**src/rtl/long_delay_pkg.sv**
```systemverilog
`default_nettype none
// ============================================================================
// Module  : long_delay_pkg
// Purpose : Shared types and constants for the long-delay scheduler slice.
//           Holds the scheduler state encoding and the delay/width limits
//           used by long_delay_sched and long_delay_addr_ctr.
// Revision: 1.0 - initial release
// ============================================================================
package long_delay_pkg;

    // Scheduler states; the encoding is visible on state_out.
    typedef enum logic [1:0] {
        IDLE   = 2'd0,
        FILL   = 2'd1,
        STREAM = 2'd2
    } state_t;

    // Smallest delay the read/write schedule supports.
    localparam int MIN_DELAY      = 2;
    localparam int DEFAULT_DATA_W = 16;

endpackage
`default_nettype wire

```
**src/rtl/long_delay_addr_ctr.sv**
```systemverilog
`default_nettype none
// ============================================================================
// Module  : long_delay_addr_ctr
// Purpose : Modulo-2**ADDR_W address pointer with enable and synchronous
//           clear. Used as the write pointer of the delay line.
// Ports   : clk    - rising-edge clock
//           rst_n  - synchronous active-low reset (pointer -> 0)
//           i_clr  - synchronous clear (pointer -> 0)
//           i_en   - advance pointer by one, wrapping DEPTH-1 -> 0
//           o_ptr  - current pointer value
// Revision: 1.0 - initial release
// ============================================================================
module long_delay_addr_ctr
    import long_delay_pkg::*;
#(
    parameter int ADDR_W = 9
) (
    input  logic              clk,
    input  logic              rst_n,
    input  logic              i_clr,
    input  logic              i_en,
    output logic [ADDR_W-1:0] o_ptr
);

    logic [ADDR_W-1:0] r_ptr;

    // DEPTH is a power of two, so natural overflow gives the modulo wrap.
    always_ff @(posedge clk) begin
        if (!rst_n) begin
            r_ptr <= '0;
        end else if (i_clr) begin
            r_ptr <= '0;
        end else if (i_en) begin
            r_ptr <= r_ptr + 1'b1;
        end
    end

    assign o_ptr = r_ptr;

endmodule
`default_nettype wire

```
**src/rtl/long_delay_sched.sv**
```systemverilog
`default_nettype none
// ============================================================================
// Module  : long_delay_sched
// Purpose : Programmable long delay line built around an external 1R1W SRAM
//           with 1-cycle read latency. A sample written in enabled cycle k
//           is loaded onto data_out (valid_out=1) at the end of enabled
//           cycle k+D, D = clamp(cfg_delay, 2, DEPTH) latched on flush.
// Ports   : clk, rst_n (sync, active-low), flush, clk_en, cfg_delay, data_in
//           SRAM write side : sram_wen, sram_waddr, sram_wdata
//           SRAM read side  : sram_ren, sram_raddr, sram_rdata
//           Outputs         : data_out, valid_out, state_out
// Options : LONG_DELAY_SCHED_STATS_EN adds sample_cnt (delivered samples,
//           cleared by reset/flush) and overrun (sticky flush-in-STREAM).
// Revision: 1.0 - initial release
// ============================================================================
module long_delay_sched
    import long_delay_pkg::*;
#(
    parameter int DATA_W        = DEFAULT_DATA_W,
    parameter int ADDR_W        = 9,
    parameter int DEFAULT_DELAY = 64
) (
    input  logic              clk,
    input  logic              rst_n,
    input  logic              flush,
    input  logic              clk_en,
    input  logic [ADDR_W:0]   cfg_delay,
    input  logic [DATA_W-1:0] data_in,
    output logic              sram_wen,
    output logic [ADDR_W-1:0] sram_waddr,
    output logic [DATA_W-1:0] sram_wdata,
    output logic              sram_ren,
    output logic [ADDR_W-1:0] sram_raddr,
    input  logic [DATA_W-1:0] sram_rdata,
    output logic [DATA_W-1:0] data_out,
    output logic              valid_out,
    output logic [1:0]        state_out
`ifdef LONG_DELAY_SCHED_STATS_EN
    ,
    output logic [31:0]       sample_cnt,
    output logic              overrun
`endif
);

    localparam int DEPTH = 2**ADDR_W;
    localparam logic [ADDR_W:0]   c_min_d   = (ADDR_W+1)'(MIN_DELAY);
    localparam logic [ADDR_W:0]   c_max_d   = (ADDR_W+1)'(DEPTH);
    localparam logic [ADDR_W-1:0] c_rst_dm1 = ADDR_W'(DEFAULT_DELAY - 1);

    state_t            r_state;
    logic [ADDR_W-1:0] r_dm1;        // latched D-1
    logic [ADDR_W-1:0] r_fill;       // writes since flush, saturates at D-1
    logic              r_rd_pend;    // SRAM read data is on sram_rdata now
    logic              r_data_avail; // a read was issued on the last enabled cycle
    logic [DATA_W-1:0] r_hold;       // copy of read data that arrived in a stall

    logic [ADDR_W:0]   w_d_clamp;
    logic [ADDR_W-1:0] w_dm1_new;
    logic [ADDR_W-1:0] w_wp;
    logic [ADDR_W-1:0] w_fill_inc;
    logic              w_adv;
    logic              w_ren;

    always_comb begin
        w_d_clamp = cfg_delay;
        if (cfg_delay < c_min_d) begin
            w_d_clamp = c_min_d;
        end else if (cfg_delay > c_max_d) begin
            w_d_clamp = c_max_d;
        end
    end

    assign w_dm1_new  = ADDR_W'(w_d_clamp - 1'b1);
    assign w_fill_inc = r_fill + 1'b1;

    // One sample is accepted per enabled, non-flush cycle while active.
    assign w_adv = rst_n & clk_en & ~flush & (r_state != IDLE);
    // Once D-1 samples are stored, every accepted sample triggers a read of
    // the sample written D-1 writes earlier; its data lands one enabled cycle
    // later, giving D enabled cycles end to end.
    assign w_ren = w_adv & (r_fill == r_dm1);

    long_delay_addr_ctr #(
        .ADDR_W (ADDR_W)
    ) u_wp (
        .clk   (clk),
        .rst_n (rst_n),
        .i_clr (flush),
        .i_en  (w_adv),
        .o_ptr (w_wp)
    );

    assign sram_wen   = w_adv;
    assign sram_waddr = w_wp;
    assign sram_wdata = data_in;
    assign sram_ren   = w_ren;
    assign sram_raddr = w_ren ? (w_wp - r_dm1) : '0;
    assign state_out  = r_state;

    always_ff @(posedge clk) begin
        if (!rst_n) begin
            r_state      <= IDLE;
            r_dm1        <= c_rst_dm1;
            r_fill       <= '0;
            r_rd_pend    <= 1'b0;
            r_data_avail <= 1'b0;
            r_hold       <= '0;
            data_out     <= '0;
            valid_out    <= 1'b0;
        end else if (flush) begin
            // Any read in flight belongs to the old stream and is dropped.
            r_state      <= FILL;
            r_dm1        <= w_dm1_new;
            r_fill       <= '0;
            r_rd_pend    <= 1'b0;
            r_data_avail <= 1'b0;
            valid_out    <= 1'b0;
        end else begin
            r_rd_pend <= w_ren;
            // Read data is only on the SRAM bus for one cycle; keep a copy in
            // case that cycle is a stall.
            if (r_rd_pend) begin
                r_hold <= sram_rdata;
            end
            if (w_adv) begin
                if (r_fill != r_dm1) begin
                    r_fill <= w_fill_inc;
                end
                if ((r_state == FILL) && (w_fill_inc == r_dm1)) begin
                    r_state <= STREAM;
                end
                r_data_avail <= w_ren;
                if (r_data_avail) begin
                    data_out  <= r_rd_pend ? sram_rdata : r_hold;
                    valid_out <= 1'b1;
                end
            end
        end
    end

`ifdef LONG_DELAY_SCHED_STATS_EN
    logic [31:0] r_sample_cnt;
    logic        r_overrun;

    // Counts samples delivered on data_out with valid_out=1.
    always_ff @(posedge clk) begin
        if (!rst_n) begin
            r_sample_cnt <= '0;
            r_overrun    <= 1'b0;
        end else if (flush) begin
            r_sample_cnt <= '0;
            if (r_state == STREAM) begin
                r_overrun <= 1'b1;
            end
        end else if (w_adv && r_data_avail) begin
            r_sample_cnt <= r_sample_cnt + 32'd1;
        end
    end

    assign sample_cnt = r_sample_cnt;
    assign overrun    = r_overrun;
`endif

endmodule
`default_nettype wire

```
**config.mk**
```make
export PLATFORM = sky130hd
export DESIGN_NAME = long_delay_sched
export DESIGN_NICKNAME = d
export VERILOG_FILES = /design/src/rtl/long_delay_pkg.sv /design/src/rtl/long_delay_addr_ctr.sv /design/src/rtl/long_delay_sched.sv
export SDC_FILE = /design/constraint.sdc
export NUM_CORES = 1
export LEC_CHECK = 0
export CAP_MARGIN = 20
export CORE_MARGIN = 2
export CORE_UTILIZATION = 57
export CTS_CLUSTER_SIZE = 28
export DETAILED_ROUTE_END_ITERATION = 8
export DONT_BUFFER_PORTS = 1
export PLACE_DENSITY = 0.82
export REMOVE_ABC_BUFFERS = 1
export SYNTH_ARGS = -nofsm -noshare
export SYNTH_HDL_FRONTEND = slang
export SYNTH_SLANG_ARGS = --single-unit
```
**constraint.sdc**
```tcl
create_clock -name clk -period 2.4 [get_ports clk]
set_clock_uncertainty 0.1 [all_clocks]
set_input_delay 0.24 -clock clk [delete_from_list [all_inputs] [get_ports clk]]
set_output_delay 0.24 -clock clk [all_outputs]
set_load 0.05 [all_outputs]
```
==> flow_metrics.tcl, run 1 <==
set metrics [dict create \
    synth_area_leaders "dfxtp_1 (35%), nand2_1 (8.1%), mux2i_1 (5.2%)" \
    synth_edf_count 0 \
    insertion_delay_ns 0.36 \
    tightest_slew_ns 0.6840 \
    synth_top_flop_cell "dfxtp_1" \
    setup_ws_ns -0.3241 \
    rsz0062_at_grt "true" \
    cp_max_fo 2 \
    path_class "reg -> out" \
    wl_per_cell_um 17.82 \
    combPwrFrac 0.089 \
    die_h_um 83.75 \
    track_usage 0.2762 \
    cts.sinks 64 \
    drtIter0Drc 170 \
    path_clk_slew_ns 0.08 \
    total_power_mw 2.357 \
    synth.top_cell.area_share 0.3535 \
    synth.ff_latch_count 64 \
    gp_congestion 0.9417 \
    grt_pass1_vias 3315 \
    core_mm2 0.006241 \
    cap_violations 0 \
    start_kind "flip-flop" \
    initial_utilization 0.5808 \
    relSlewSlack 0.5440 \
    grt_max_degree 43 \
    p_leak_nw 1.900 \
    wl_met3_um 863 \
    hold_class "in -> reg" \
    p_switching_mw 0.5911 \
    netlist_instances 432 \
    min_period_over_period 1.135 \
    cts_buffers 9 \
    synth_common_cells "nand2_1 (78), dfxtp_1 (64), nor2_1 (25), mux2i_1 (19), xor2_1 (19)" \
    drc 0 \
    hold_viol_final 0 \
    die-area_mm2 0.007013 \
    critPathArrivalTime_ns 2.38 \
    dp_hpwl_mm 6.277 \
    portBuffers 0 \
    grt_overflow 0 \
    fillers 403 \
    power_frac_seq 0.459 \
    wl_met2_mm 4.700 \
    io_pins 101 \
    synth-seq-area-share 0.3535 \
    antenna_found_initial 0 \
    required_ns 2.06 \
    ir_drop_mv 0.4012 \
    vias_per_cell 5.935 \
    htree_levels 3 \
    utilization 0.7279 \
    sw_frac_of_total 0.2507 \
    period_minus_slack_ns 2.724 \
    end_kind "output pin" \
    num_vias 3312 \
    syn_avg_cell_area_um2 8.391 \
    synth-async-reset-ratio 0 \
    cts_tree "done" \
    layout-drive-gt1-share 0.2204 \
    synth_area_mm2 0.003625 \
    area_delta_synth_final_pct 25.34 \
    slew_violations 0 \
    ant_nets 0 \
    synth_most_common_cell "nand2_1" \
    first_pass_iters 6 \
    synth.largest_area_cell "dfxtp_1" \
    p_clk_frac 0.452 \
    top_layer_used "met4" \
    internal-power_mw 1.766 \
    wl_met1_mm 4.198 \
    fin_nets 534 \
    status "complete, but fails checks" \
    root_buffer "clkbuf_8" \
    clockBufferDepth 2 \
    yosys_warnings 0 \
    routed_wl_mm 9.941 \
    antenna_cells 0 \
    synth_cell_types 52 \
    violations "negative setup slack" \
    fmax_mhz 367.1 \
    power_density_mw_per_mm2 518.9 \
    setup_viol 5 \
    num_rows 29 \
    die_w_um 83.75 \
    grt_pass1_wl_mm 15.54 \
]
## routing by layer
metal	vias to the layer above	GRT usage
met5	-	0
met4	0	0.1056
met3	24	0.08408
met2	153	0.4349
met1	1571	0.3566
li1	1564	-
## power groups by stage
stage	combinational (mW)	clock, mW	sequential [mW]
6_report	0.210	1.06	1.08
5_1_grt	0.227	1.12	1.08
4_1_cts	0.197	1.07	1.08
3_5_place_dp	0.144	0	1.11
3_3_place_gp	0.142	0	1.11
2_1_floorplan	0.0933	0	1.11
## area by class of cell
cell class	count	area [um2]	area share
clock buffer	9	123.9	0.02727
clock inverter	7	102.6	0.02258
sequential	64	1294	0.2848
multi-input combinational	311	2190	0.4820
tap	77	96.34	0.02121
inverter	17	66.31	0.01460
timing repair buffer	73	670.6	0.1476
## state kept, by name, indices dropped and copies added (netlist names)
register,count
valid_out,1
r_dm1,9
r_rd_pend,1
state_out,2
u_wp.o_ptr,9
r_data_avail,1
r_hold,16
r_fill,9
data_out,16
## worst max-delay path, stage by stage, from the launching register on
cell	delay, ns
dfxtp_2	0.33
inv_2	0.08
ha_4	0.15
inv_2	0.03
fa_2	0.34
a21o_1	0.19
a21oi_2	0.16
o211ai_1	0.10
a31o_1	0.22
xnor2_1	0.12
nor2_1	0.13
buf_6	0.17
## logic make-up (layout without fill, tap and decap cells)
group,Yosys count,count (layout),share of synthesized area
flip-flops,64,64,0.3535
multiplexers,19,19,0.05247
buffers and inverters,57,106,0.07905
XOR/XNOR,34,34,0.08216
AO/OA/AOI/OAI,87,87,0.1819
AND/OR/NAND/NOR,159,159,0.2075
adder cells (fa/ha/maj),12,12,0.04349
## path summary, 6_finish.rpt
kind | start | to | slack [ns] | cells after the start
setup / recovery | u_wp.o_ptr[0] | sram_raddr[8] | -0.32 | 11
hold / removal | cfg_delay[0] | r_dm1[0] | 0.01 | 3
setup reg to reg | r_dm1[7] | r_fill[4] | 0.12 | 8
hold reg to reg | r_hold[4] | r_hold[4] | 0.36 | 2
## timing repair
item,CTS,global route
pin swaps,16,6
buffers inserted,5,2
setup endpoints to repair,7,10
endpoints found under the hold margin,42,0
hold buffers,22,0
gates resized for setup,33,18
gates cloned,1,0
## per-stage QoR
step | hold WS [ns] | setup TNS [ns] | instances | cell area (um2) | setup slack [ns]
6_report | 0.01319 | -1.238 | 558 | 4543 | -0.3241
5_1_grt | 0.02052 | -1.673 | 558 | 4543 | -0.3996
4_1_cts | 0.005780 | -1.016 | 557 | 4459 | -0.3031
3_5_place_dp | 0.2118 | -0.07477 | 514 | 3849 | -0.07477
3_3_place_gp | 0.2082 | 0 | 514 | 3849 | 0.01414
2_1_floorplan | 0.2019 | -4.392 | 392 | 3402 | -0.7790
## layout by cell type, fill, tap and decap left out, types with 5 or more instances in the layout
| cell | Yosys | final |
|---|---|---|
| nand3_1 | 11 | 11 |
| nand4_1 | 5 | 5 |
| buf_6 | 1 | 12 |
| a21oi_1 | 11 | 8 |
| nor3_1 | 11 | 8 |
| o21ai_0 | 16 | 15 |
| mux2i_1 | 19 | 19 |
| dfxtp_1 | 64 | 56 |
| inv_1 | 15 | 12 |
| dlygate4sd3_1 | 0 | 21 |
| xor2_1 | 19 | 17 |
| ha_1 | 11 | 8 |
| dfxtp_2 | 0 | 7 |
| nor2_1 | 25 | 23 |
| xnor2_1 | 15 | 14 |
| o211a_1 | 16 | 16 |
| buf_4 | 16 | 38 |
| clkbuf_8 | 0 | 9 |
| nand2_1 | 78 | 78 |
| a21boi_0 | 13 | 13 |
| or3_1 | 7 | 7 |
Power figures use the tool's default switching activity.
==> run 2, diff against run 1 <==
Settings changed: CAP_MARGIN 20 to not set.
Clock period 2.4 ns to 2.45 ns, I/O delays scaled along.
==> flow_metrics.tcl, run 2 (synthesis gave the netlist of run 1 again) <==
set metrics [dict create \
    status "complete, but fails checks" \
    violations "negative setup slack" \
    cap_violations 0 \
    htree_levels 3 \
    drtIter0Drc 172 \
    fmax_mhz 364.1 \
    relSlewSlack 0.5289 \
    crit_buf_inv 2 \
    crit_top_cell "a21oi_2" \
    setup_viol 7 \
    gp_congestion 0.9873 \
    layout_commonest_cell "nand2_1" \
    num_rows 29 \
    die-area_mm2 0.007013 \
    antenna_cells 0 \
    ant_nets 0 \
    grt_pass1_vias 3265 \
    start_kind "flip-flop" \
    path_clk_slew_ns 0.07 \
    vias_per_cell 6.041 \
    path_cells "inv_2, ha_4, nor2b_2, o21ai_2, a21oi_2, nor3_1, or4_1, a21oi_2, buf_6" \
    core_mm2 0.006241 \
    drc 0 \
    wl_per_cell_um 18.38 \
    io_pins 101 \
    insertion_delay_ns 0.36 \
    top_regs "data_out x16, r_hold x16" \
    fillers 429 \
    cpMaxStageDelayCell "or4_1" \
    dp_hpwl_mm 6.164 \
    first_pass_iters 5 \
    grt_overflow 0 \
    routed_wl_mm 10.37 \
    initial_utilization 0.5808 \
    end_kind "output pin" \
    critical_path.top_delay_family "simple AND/OR/NAND/NOR gates" \
    cp_max_fo 2 \
    layout_common_cells "nand2_1 (78), dfxtp_1 (57), buf_4 (38)" \
    antenna_found_initial 0 \
    power_density_mw_per_mm2 500.6 \
    root_buffer "clkbuf_8" \
    fin_setup_tns_ns -1.114 \
    critPathArrivalTime_ns 2.40 \
    die_h_um 83.75 \
    path_class "reg -> out" \
    hold_class "in -> reg" \
    setup_ws_ns -0.2967 \
    num_vias 3407 \
    fin_nets 540 \
    cts.sinks 64 \
    rsz0062_at_grt "true" \
    required_ns 2.11 \
    min_period_over_period 1.121 \
    layoutNonFillerInstCount 564 \
    slowest_delay_ns 0.49 \
    placedCellCount 510 \
    layout-drive-gt1-share 0.2361 \
    hold_viol_final 0 \
    preCtsSetupSlack_ns 0.02955 \
    grt_max_degree 43 \
    ir_drop_mv 0.5508 \
    holdWs_ns 0.01055 \
    track_usage 0.2854 \
    grt_pass1_wl_mm 16.06 \
    die_w_um 83.75 \
    slew_violations 0 \
    cts_tree "done" \
    p_leak_nw 1.938 \
    area_delta_synth_final_pct 27.79 \
    tightest_slew_ns 0.7066 \
    utilization 0.7422 \
    portBuffers 0 \
    cts_buffers 9 \
    period_minus_slack_ns 2.747 \
    clockBufferDepth 2 \
]
## run 2: per-stage QoR
step                      total power [mW]  cell area, um2
after CTS                            2.295            4446
after detailed placement             1.220            3819
after global routing                 2.400            4632
after global placement               1.217            3819
after floorplan                      1.183            3402
final                                2.319            4632
## run 2: cell type report
cell class,instances,area (um2),area share
clock inverters,7,103.9,0.02242
well taps,77,96.34,0.02080
multi-input cells,311,2212,0.4776
repair buffers,79,739.5,0.1596
flip-flops and latches,64,1290,0.2785
inverters,17,66.31,0.01432
clock buffers,9,123.9,0.02674
## run 2: worst paths after layout
path / from / end / slack, ns / cells after the start
min reg2reg: r_hold[4] / r_hold[4] / 0.36 / 2
min: flush / r_dm1[8] / 0.01 / 2
max reg2reg: r_fill[1] / state_out[0] / -0.01 / 7
max: r_dm1[1] / sram_raddr[7] / -0.30 / 9
## run 2: timing repair
item	CTS	global route
endpoints found under the hold margin	42	0
pin swaps	15	9
buffers inserted	12	5
cloned	1	0
hold buffers	21	0
endpoints found under the setup margin	9	11
resized for setup	30	30
## run 2: report_power, final
group | switching (mW) | internal (mW)
Combinational | 0.111 | 0.0975
Sequential | 0.0124 | 1.05
Clock | 0.463 | 0.583
## run 2: layer usage
metal / global-route usage / up-vias / part of all wire
met1: 0.3626 / 1640 / 0.40
met4: 0.1056 / 0 / 0.017
met2: 0.4560 / 171 / 0.50
li1: - / 1574 / -
met5: 0 / - / 0
met3: 0.08902 / 22 / 0.088
